`config.mk`:
```
export PLATFORM = sky130hd
export DESIGN_NAME = lstm_seq_ctrl_flat
export DESIGN_NICKNAME = d
export VERILOG_FILES = /design/src/rtl/lstm_seq_ctrl_if.sv /design/src/rtl/lstm_seq_ctrl.sv /design/src/flat_wrapper.sv
export SDC_FILE = /design/constraint.sdc
export NUM_CORES = 1
export LEC_CHECK = 0
export ABC_AREA = 1
export BUFFER_PORTS_ARGS = -buffer_cell sky130_fd_sc_hd__buf_2
export CAP_MARGIN = 5
export CORE_MARGIN = 5
export CORE_UTILIZATION = 40
export CTS_CLUSTER_SIZE = 12
export DETAILED_ROUTE_END_ITERATION = 6
export GPL_TIMING_DRIVEN = 1
export PLACE_DENSITY = 0.67
export SLEW_MARGIN = 5
export SYNTH_ARGS = -nofsm -noshare
export SYNTH_HDL_FRONTEND = slang
export SYNTH_SLANG_ARGS = --single-unit
```
`constraint.sdc`:
```
create_clock -name clk -period 9.21 [get_ports clk]
set_input_delay 2.3025 -clock clk [delete_from_list [all_inputs] [get_ports clk]]
set_output_delay 2.3025 -clock clk [all_outputs]
set_load 0.005 [all_outputs]
```
`src/rtl/lstm_seq_ctrl_if.sv`:
```
// Stream and datapath bundle between the LSTM sequencer and its neighbours:
// input samples in, cell operands out, cell results in, per-step hidden state out.
interface lstm_seq_ctrl_if #(
  parameter int DATA_WIDTH = 16,
  parameter int LEN_WIDTH  = 8
);
  logic                  x_valid;
  logic [DATA_WIDTH-1:0] x_data;
  logic                  x_ready;

  logic [DATA_WIDTH-1:0] cell_x;
  logic [DATA_WIDTH-1:0] cell_c_in;
  logic [DATA_WIDTH-1:0] cell_h_in;
  logic [DATA_WIDTH-1:0] cell_c_out;
  logic [DATA_WIDTH-1:0] cell_h_out;

  logic                  step_valid;
  logic [DATA_WIDTH-1:0] step_h;
  logic [LEN_WIDTH-1:0]  step_idx;

  // master = sequencer side
  modport master (
    input  x_valid, x_data, cell_c_out, cell_h_out,
    output x_ready, cell_x, cell_c_in, cell_h_in, step_valid, step_h, step_idx
  );

  modport slave (
    output x_valid, x_data, cell_c_out, cell_h_out,
    input  x_ready, cell_x, cell_c_in, cell_h_in, step_valid, step_h, step_idx
  );
endinterface

```
`src/rtl/lstm_seq_ctrl.sv`:
```
// Steps one LSTM cell datapath across an input sequence, holding the recurrent
// state (c, h) locally and writing back cell results after a fixed latency.
module lstm_seq_ctrl #(
  parameter int DATA_WIDTH  = 16,
  parameter int FRACT_WIDTH = 8,
  parameter int CELL_LAT    = 2,   // legal range 1..15
  parameter int LEN_WIDTH   = 8
) (
  input  logic                  clk,
  input  logic                  rst,
  input  logic                  start,
  input  logic                  abort,
  input  logic [LEN_WIDTH-1:0]  seq_len,
  input  logic                  init_en,
  input  logic [DATA_WIDTH-1:0] c_init,
  input  logic [DATA_WIDTH-1:0] h_init,
  lstm_seq_ctrl_if.master       bus,
  output logic                  busy,
  output logic                  done
);

  typedef enum logic [1:0] {IDLE, WAIT_X, RUN, FIN} state_t;

  localparam int                   LAT_W    = 4;
  localparam logic [LAT_W-1:0]     LAT_INIT = LAT_W'(CELL_LAT);
  localparam logic [LAT_W-1:0]     LAT_ONE  = LAT_W'(1);
  localparam logic [LEN_WIDTH-1:0] LEN_ONE  = LEN_WIDTH'(1);

  state_t                state_q, state_d;
  logic [LEN_WIDTH-1:0]  len_q, len_d;
  logic [LEN_WIDTH-1:0]  step_q, step_d;
  logic [LAT_W-1:0]      lat_q, lat_d;
  logic [DATA_WIDTH-1:0] c_q, c_d;
  logic [DATA_WIDTH-1:0] h_q, h_d;
  logic [DATA_WIDTH-1:0] x_q, x_d;
  logic                  step_valid_q, step_valid_d;
  logic [DATA_WIDTH-1:0] step_h_q, step_h_d;
  logic [LEN_WIDTH-1:0]  step_idx_q, step_idx_d;
  logic                  done_q, done_d;
  logic                  busy_q, busy_d;

  always_comb begin
    // NOTE: every _d starts from its _q (or 0 for pulses) so no branch can infer a latch.
    state_d      = state_q;
    len_d        = len_q;
    step_d       = step_q;
    lat_d        = lat_q;
    c_d          = c_q;
    h_d          = h_q;
    x_d          = x_q;
    step_valid_d = 1'b0;
    step_h_d     = step_h_q;
    step_idx_d   = step_idx_q;
    done_d       = 1'b0;

    case (state_q)
      IDLE: begin
        if (start) begin
          len_d   = seq_len;
          c_d     = init_en ? c_init : '0;
          h_d     = init_en ? h_init : '0;
          step_d  = '0;
          state_d = (seq_len != '0) ? WAIT_X : FIN;
        end
      end
      WAIT_X: begin
        if (bus.x_valid) begin
          x_d     = bus.x_data;
          lat_d   = LAT_INIT;
          state_d = RUN;
        end
      end
      RUN: begin
        lat_d = lat_q - LAT_ONE;
        // The cell outputs are valid during the cycle the counter reads 1.
        if (lat_q == LAT_ONE) begin
          c_d          = bus.cell_c_out;
          h_d          = bus.cell_h_out;
          step_valid_d = 1'b1;
          step_h_d     = bus.cell_h_out;
          step_idx_d   = step_q;
          if (step_q == len_q - LEN_ONE) begin
            state_d = FIN;
          end else begin
            step_d  = step_q + LEN_ONE;
            state_d = WAIT_X;
          end
        end
      end
      FIN: begin
        done_d  = 1'b1;
        state_d = IDLE;
      end
      default: state_d = IDLE;
    endcase

    // Abort drops any in-flight step: recurrent state and last result stay as they were.
    if (abort) begin
      state_d      = IDLE;
      c_d          = c_q;
      h_d          = h_q;
      step_valid_d = 1'b0;
      step_h_d     = step_h_q;
      step_idx_d   = step_idx_q;
      done_d       = 1'b0;
    end

    busy_d = (state_d != IDLE);
  end

  always_ff @(posedge clk or posedge rst) begin
    if (rst) begin
      state_q      <= IDLE;
      len_q        <= '0;
      step_q       <= '0;
      lat_q        <= '0;
      c_q          <= '0;
      h_q          <= '0;
      x_q          <= '0;
      step_valid_q <= 1'b0;
      step_h_q     <= '0;
      step_idx_q   <= '0;
      done_q       <= 1'b0;
      busy_q       <= 1'b0;
    end else begin
      // NOTE: non-blocking so every register updates from pre-edge values.
      state_q      <= state_d;
      len_q        <= len_d;
      step_q       <= step_d;
      lat_q        <= lat_d;
      c_q          <= c_d;
      h_q          <= h_d;
      x_q          <= x_d;
      step_valid_q <= step_valid_d;
      step_h_q     <= step_h_d;
      step_idx_q   <= step_idx_d;
      done_q       <= done_d;
      busy_q       <= busy_d;
    end
  end

  assign bus.x_ready    = (state_q == WAIT_X);
  assign bus.cell_x     = x_q;
  assign bus.cell_c_in  = c_q;
  assign bus.cell_h_in  = h_q;
  assign bus.step_valid = step_valid_q;
  assign bus.step_h     = step_h_q;
  assign bus.step_idx   = step_idx_q;
  assign busy           = busy_q;
  assign done           = done_q;

endmodule

```
`src/flat_wrapper.sv`:
```
// flat-port wrapper written by rule: the top's interface ports become plain ports
module lstm_seq_ctrl_flat 
#(
  parameter int DATA_WIDTH  = 16,
  parameter int FRACT_WIDTH = 8,
  parameter int CELL_LAT    = 2,                       
  parameter int LEN_WIDTH   = 8
)
  (clk, rst, start, abort, seq_len, init_en, c_init, h_init, busy, done, bus_x_valid, bus_x_data, bus_cell_c_out, bus_cell_h_out, bus_x_ready, bus_cell_x, bus_cell_c_in, bus_cell_h_in, bus_step_valid, bus_step_h, bus_step_idx);
  lstm_seq_ctrl_if #(.DATA_WIDTH(DATA_WIDTH), .LEN_WIDTH(LEN_WIDTH)) bus_i ();
  input  logic clk;
  input  logic rst;
  input  logic start;
  input  logic abort;
  input  logic [LEN_WIDTH-1:0] seq_len;
  input  logic init_en;
  input  logic [DATA_WIDTH-1:0] c_init;
  input  logic [DATA_WIDTH-1:0] h_init;
  output logic busy;
  output logic done;
  input wire logic [$bits(bus_i.x_valid)-1:0] bus_x_valid;
  input wire logic [$bits(bus_i.x_data)-1:0] bus_x_data;
  input wire logic [$bits(bus_i.cell_c_out)-1:0] bus_cell_c_out;
  input wire logic [$bits(bus_i.cell_h_out)-1:0] bus_cell_h_out;
  output wire logic [$bits(bus_i.x_ready)-1:0] bus_x_ready;
  output wire logic [$bits(bus_i.cell_x)-1:0] bus_cell_x;
  output wire logic [$bits(bus_i.cell_c_in)-1:0] bus_cell_c_in;
  output wire logic [$bits(bus_i.cell_h_in)-1:0] bus_cell_h_in;
  output wire logic [$bits(bus_i.step_valid)-1:0] bus_step_valid;
  output wire logic [$bits(bus_i.step_h)-1:0] bus_step_h;
  output wire logic [$bits(bus_i.step_idx)-1:0] bus_step_idx;
  assign bus_i.x_valid = bus_x_valid;
  assign bus_i.x_data = bus_x_data;
  assign bus_i.cell_c_out = bus_cell_c_out;
  assign bus_i.cell_h_out = bus_cell_h_out;
  assign bus_x_ready = bus_i.x_ready;
  assign bus_cell_x = bus_i.cell_x;
  assign bus_cell_c_in = bus_i.cell_c_in;
  assign bus_cell_h_in = bus_i.cell_h_in;
  assign bus_step_valid = bus_i.step_valid;
  assign bus_step_h = bus_i.step_h;
  assign bus_step_idx = bus_i.step_idx;
  lstm_seq_ctrl #(.DATA_WIDTH(DATA_WIDTH), .FRACT_WIDTH(FRACT_WIDTH), .CELL_LAT(CELL_LAT), .LEN_WIDTH(LEN_WIDTH)) u_core (.clk(clk), .rst(rst), .start(start), .abort(abort), .seq_len(seq_len), .init_en(init_en), .c_init(c_init), .h_init(h_init), .bus(bus_i), .busy(busy), .done(done));
endmodule
```
==> out/metrics.cfg <==
[floorplan]
die_area_mm2 = 0.0133
rows = 38
die_w_um = 115
initial_core_util_pct = 40.8
io_pins = 170
dieHeight_um = 115
core_mm2 = 0.0109

[worst_setup_path]
cp.arrival_ns = 3.91
cp.required_ns = 9.46
crit_path_start_kind = input port
criticalPathCategory = input port to register
endpoint_kind = register
cp_max_fo = 18
rrSetupSlack_ns = 6.64

[yosys]
synth_warnings = 0
yosysSeqAreaShare_pct = 54.6
yosys.cell_types.count = 28
avgSynthCellArea_um2 = 8.14
synthArstFlopShare_pct = 100
synth-seq-cells = 97
synth_ff_type = dfrtp_1
netlist_instances = 546
syn-cell-area_mm2 = 0.00445
syn-num-nets = 644
synth_edf_count = 0

[sta]
timing.setup.tns_ns = 0
worstMarginPinSlew_ns = 0.841
hold_viol = 0
slew_headroom_pct = 43.9
fmax_ghz = 0.273
finalSetupViolations = 0
period_share_pct = 39.7
skew_ns = 0.0181
maxSlewViolCount = 0
timing.final.crit_period_ns = 3.66
rsz0062_at_grt = no

[detailed_routing]
vias = 4129
post_drt_wl_per_cell_um = 13.9
routed_wl_mm = 11.8
drcViolationCount = 0
vias_per_cell = 4.86
firstDrtPassIters = 5
ant_nets = 0
drtIter0Drc = 301

[power_and_ir_drop]
power_mw = 1.10
comb_power_share_pct = 25.1
p_per_area_mw_per_mm2 = 197
p_sw_mw = 0.360
intPower_mw = 0.737
p_leak_nw = 2.94
seq_power_share_pct = 50.5
pwr-share-clk_pct = 24.3
switching_share_pct = 32.8
vdd_drop_max_uv = 98.5

[global_route]
track_usage_pct = 17.5
use_met1_pct = 23.3
grt_antenna_before_repair = 0
grt-ovfl-total = 0
use_met3_pct = 4.28
grtUsageMet2_pct = 28.1
grt_max_degree = 65
top_usage_layer = met2
grt_pass1_vias = 4003
grt_pass1_wl_mm = 18.7

[cts]
cts_tree = built
cts-root-buf = clkbuf_8
clock_path_buffers = 2
postCtsResizedCells = 0
hold_buffers = 0
clk_pin_slew_ns = 0.10
cts_setup_buffers = 0
clock_sinks = 97
clock_latency_ns = 0.37
cts.htree.levels = 3
cts_made_buffers = 9

[final_layout]
antennaDiodeCount = 0
layout.nets = 802
drive_above_1_share_pct = 28.2
fillers = 1071
area_growth_syn_to_layout_pct = 25.2

[placement]
place.gp.congestion = 0.790
numPortBuffers = 169
hpwl_mm = 8.58

[status]
outcome = complete, no violations

[run]
cap_viol_max_count = 0

[worst_hold_path]
hold_path_class = register to register

[stage by stage]
step                      util, %  worst slack, ns  cell area [um^2]  instances  hold slack (ns)
final                        51.1             5.55              5570        849            0.472
after global routing         51.1             5.37              5570        849            0.491
after CTS                    51.1             5.58              5570        849            0.478
after detailed placement     49.4             5.19              5380        833            0.453
after global placement       49.4             5.27              5380        833            0.448
after floorplan                 -             4.37              4450        546            0.461
[registers in the layout, summed over array words and instances (netlist names)]
signal / flops
u_core.done: 1
u_core.bus.cell_x: 16
u_core.lat_q: 4
u_core.bus.step_valid: 1
u_core.len_q: 8
u_core.state_q: 2
u_core.bus.step_idx: 8
u_core.bus.step_h: 16
u_core.step_q: 8
u_core.bus.cell_c_in: 16
u_core.bus.cell_h_in: 16
u_core.busy: 1
[final timing paths]
check | start | to | cells after the start
worst max-delay path | bus_x_valid | u_core.busy | 7
worst min-delay path | u_core.bus.step_h[8] | u_core.bus.step_h[8] | 2
worst max register to register | u_core.state_q[1] | u_core.bus.step_idx[5] | 9
worst min register to register | u_core.bus.step_h[8] | u_core.bus.step_h[8] | 2
max in group asynchronous | rst | u_core.step_q[4] | 3
min in group asynchronous | rst | u_core.bus.cell_c_in[7] | 2
[critical path, stage by stage]
cell and delay, ns:
buf_2 0.11, nand2_1 0.41, clkinv_1 0.56, a31oi_1 0.31
nand2_1 0.08, nand2_1 0.08, nand2_1 0.05
[cell type report]
type,count,area [um^2],share of cell area [%]
clock inverter,6,55.1,0.989
tap,140,175,3.15
multi-input combinational,389,1770,31.7
timing repair buffer,173,876,15.7
inverter,34,130,2.34
clock buffer,10,138,2.47
sequential,97,2430,43.6
[layout by cell type, fill, tap and decap left out, types with 2 or more instances in the layout]
| cell type | n |
|---|---|
| clkinv_4 | 3 |
| clkbuf_8 | 10 |
| dfrtp_1 | 97 |
| nor2_1 | 60 |
| inv_1 | 27 |
| buf_2 | 169 |
| nor3_1 | 3 |
| o21ai_0 | 12 |
| a21oi_1 | 4 |
| o21ai_1 | 5 |
| inv_2 | 5 |
| buf_4 | 4 |
| nand2_1 | 196 |
| xor2_1 | 8 |
| nand3_1 | 48 |
| nand4_1 | 2 |
| nor4_1 | 2 |
| xnor2_1 | 2 |
| a31oi_1 | 34 |
| ha_1 | 4 |
| nor2_2 | 3 |
[cells by family after synthesis]
logic type | synth area share, %
compound gates | 7.85
xor+xnor | 1.97
fa+ha+maj | 1.13
buf+inv | 5.66
flops | 54.6
simple gates | 28.8
[metal layers]
layer,wire (um),vias to the layer above
li1,-,2074
met1,5160,1913
met2,5710,124
met3,690,18
met4,198,0
met5,0,-
[synth_stat cells (all sizes together) (2+ instances only)]
cell    number  area (um^2)
a21oi        5         36.3
a31oi       34          213
buf         10         63.8
clkbuf      16         60.1
dfrtp       97         2430
ha           4         50.1
inv         33          124
nand2      197          742
nand3       48          240
nand4        2         12.5
nor2        63          244
nor3         3         15.0
nor4         2         12.5
o21ai       17         85.1
xnor2        2         17.5
xor2         8         70.1
[power groups by stage]
stage / logic [mW] / clock network [mW] / registers [mW]
after floorplan: 0.149 / 0 / 0.564
final: 0.276 / 0.267 / 0.554
after global placement: 0.270 / 0 / 0.560
after detailed placement: 0.282 / 0 / 0.561
after CTS: 0.281 / 0.278 / 0.554
after global routing: 0.313 / 0.293 / 0.564
Power figures use the tool's default switching activity.
